**src/rtl/counter8.sv**
```systemverilog
// counter8: free-running modulo-8 counter driving one 7-segment digit.
// Optional up/down direction input is enabled by defining COUNTER8_DIR_EN.
module counter8 #(
    parameter bit         SEG_ACTIVE_LOW = 1'b1,
    parameter logic [2:0] RESET_VALUE    = 3'd0
) (
    input  logic       CLK,
    input  logic       rst_n,
`ifdef COUNTER8_DIR_EN
    input  logic       iUp,
`endif
    output logic [2:0] oQ,
    output logic [6:0] oDisplay
);

    logic [2:0] count;
    logic [2:0] count_next;
    logic [6:0] seg_on;

    always_comb begin
`ifdef COUNTER8_DIR_EN
        count_next = iUp ? count + 3'd1 : count - 3'd1;
`else
        count_next = count + 3'd1;
`endif
    end

    // NOTE: reset is sampled only on the clock edge, so rst_n is absent from
    // the sensitivity list; state uses non-blocking assignment throughout.
    always_ff @(posedge CLK) begin
        if (!rst_n) begin
            count <= RESET_VALUE;
        end else begin
            count <= count_next;
        end
    end

    assign oQ = count;

    // Active-high segment pattern, bit order {g,f,e,d,c,b,a}.
    always_comb begin
        seg_on = 7'h00;
        case (count)
            3'd0:    seg_on = 7'h3F;
            3'd1:    seg_on = 7'h06;
            3'd2:    seg_on = 7'h5B;
            3'd3:    seg_on = 7'h4F;
            3'd4:    seg_on = 7'h66;
            3'd5:    seg_on = 7'h6D;
            3'd6:    seg_on = 7'h7D;
            3'd7:    seg_on = 7'h07;
            default: seg_on = 7'h00;
        endcase
    end

    // Inversion keeps the X-safe default meaning "all segments dark" for both polarities.
    assign oDisplay = SEG_ACTIVE_LOW ? ~seg_on : seg_on;

endmodule

```
**config.mk**
```make
export PLATFORM = sky130hd
export DESIGN_NAME = counter8
export DESIGN_NICKNAME = d
export VERILOG_FILES = /design/src/rtl/counter8.sv
export SDC_FILE = /design/constraint.sdc
export NUM_CORES = 1
export LEC_CHECK = 0
export CAP_MARGIN = 10
export CORE_AREA = 2 2 39 41
export DETAILED_ROUTE_END_ITERATION = 8
export DIE_AREA = 0 0 41 43
export REMOVE_ABC_BUFFERS = 1
export SYNTH_ARGS = -nofsm -noshare
export SYNTH_HDL_FRONTEND = slang
export SYNTH_SLANG_ARGS = --single-unit
```
**constraint.sdc**
```tcl
create_clock -name CLK -period 1.55 [get_ports CLK]
set_input_delay 0.31 -clock CLK [delete_from_list [all_inputs] [get_ports CLK]]
set_output_delay 0.31 -clock CLK [all_outputs]
set_load 0.05 [all_outputs]
```
==> results.cfg <==
[run_status]
status = finished, final reports clean

[sta]
maxSlewViolCount = 0
min_period_over_period_pct = 89.71
max_freq_mhz = 719.2
layout_min_cycle_time_ps = 1391
fin_setup_tns_ps = 0
worst-slew-pin-transition_ps = 324.3
finalSetupViolCount = 0
hold_viol = 0
rsz0062_at_grt = false
clock_skew_ps = 1.554
relSlewSlack_pct = 78.36

[placed_design]
globalplace.congestion = 0.6895
post_dp_cell_area_um2 = 620.6
port_buffers = 11
dp_hpwl_um = 502.9

[clock_network]
cts_max_level = 1
cts_tree = yes
cts_resized = 0
clk_latency_ps = 260
ctsHoldBuffers = 0
path_clk_slew_ps = 60
post_cts_buffers = 0
clkSinkCount = 10
cts_buffers = 3
clockBufferDepth = 2
cts-root-buf = clkbuf_4

[critical_path]
critPathRequiredTime_ps = 1700
start_kind = input pin
worstPathArrival_ps = 1540
worstPathMaxFanout = 4
r2r_slack_ps = 160
critPathKind = input pin to flip-flop
crit_path_end_kind = flip-flop

[final_layout]
drive_above_1_share_pct = 33.87
fin_area_um2 = 659.4
mostFrequentLayoutCells = 12 x inv_1, 10 x dfxtp_1, 10 x buf_4, 6 x ha_1
final_nets = 71
area_growth_syn_to_layout_pct = 51.44
final_common_cell = inv_1
num_antenna_cells = 0
fin_util_pct = 47.65

[grt]
overflow = 0
grt_max_degree = 7
grt_pass1_vias = 272
grtUsageTotal_pct = 9.879
grt_pass1_wl_um = 1055
grt_antenna_before_repair = 0

[synth]
syn_inst = 43
synth.cell_area_um2 = 435.4
avgSynthCellArea_um2 = 10.13
yosysSeqAreaShare_pct = 45.98
yosysUniqueCellTypes = 11
yosysWarnings = 0
synth_seq_cells = 10

[power]
total_power_uw = 762.0
power_per_cell_area_nw_per_um2 = 1156
leakagePower_uw = 0.0003993
worst_ir_drop_vdd_mv = 0.3695

[floorplan]
initial_core_util_pct = 31.46
die_y_um = 43
fp-row-count = 14
design.portCount = 12
dieArea_um2 = 1763
die_w_um = 41
core-area_um2 = 1384

[detailed_routing]
num_vias = 315
wl_per_cell_um = 7.987
drt-initial-drc-count = 3
vias_per_cell = 4.038
final_antenna_net_count = 0
drc = 0
routed_wl_um = 623
dr.pass1.iters = 3

[run]
cap_violations = 0

[worst_hold_path]
hold_class = flip-flop to flip-flop
cells by family after synthesis:
group           after synthesis  share of synthesized area, %
xor+xnor                      1                         3.737
compound gates                1                         2.299
fa+ha+maj                     6                         17.24
simple gates                  9                         11.21
mux                           4                         9.196
flops                        10                         45.98
buf+inv                      12                         10.34
flip-flops by register name, indices dropped and copies added, names as in the netlist:
register / count
seg_on: 7
oQ: 3
worst max-delay path: stages:
cell and delay [ps]:
clkdlybuf4s50_1 530, nor2b_2 220, ha_1 260, or2_1 220
metrics by stage:
stage / hold WS, ps / std cells / setup slack [ps]
floorplan: 371.9 / 43 / -198.9
global placement: 540.7 / 74 / -193.2
detailed placement: 532.3 / 74 / -179.8
CTS: 548.3 / 78 / 93.90
global route: 562.2 / 78 / 55.77
finish: 550.5 / 78 / 159.5
per-layer routing:
metal  GRT usage (%)  part of all wire (%)  vias up  routed length [um]
met4           12.00                   3.5        0                  22
met5               0                     0        -                   0
met3           4.712                   4.7        2                  29
li1                -                     -      163                   -
met2           12.50                    44        8                 273
met1           10.10                    48      142                 297
power by group:
part / internal (uW) / leakage, uW / switching [uW]
Clock: 142 / 0.0000210 / 83.9
Combinational: 97.2 / 0.000295 / 145
Sequential: 282 / 0.0000830 / 10.6
Total: 522 / 0.000399 / 240
synth_stat cells, drive strengths merged:
cell type / number / area share, %
dfxtp: 10 / 46
nor2: 1 / 0.86
xor2: 1 / 3.7
ha: 6 / 17
mux2i: 4 / 9.2
nor2b: 2 / 2.9
o211a: 1 / 2.3
inv: 12 / 10
or2: 1 / 1.4
nand2: 5 / 6.0
worst paths after layout:
kind / from / to / cells past startpoint
setup / recovery: rst_n / seg_on[1] / 4
hold / removal: oQ[0] / seg_on[2] / 2
setup reg to reg: oQ[1] / seg_on[1] / 4
hold reg to reg: oQ[0] / seg_on[2] / 2
final cells by class:
cell class | instances | area [um2]
inverter | 12 | 45.04
fill | 126 | 724.4
tap | 16 | 20.02
multi-input combinational | 21 | 192.7
timing repair buffer | 15 | 165.2
sequential | 10 | 200.2
clock buffer | 4 | 36.28
(Power assumes the default switching activity.)
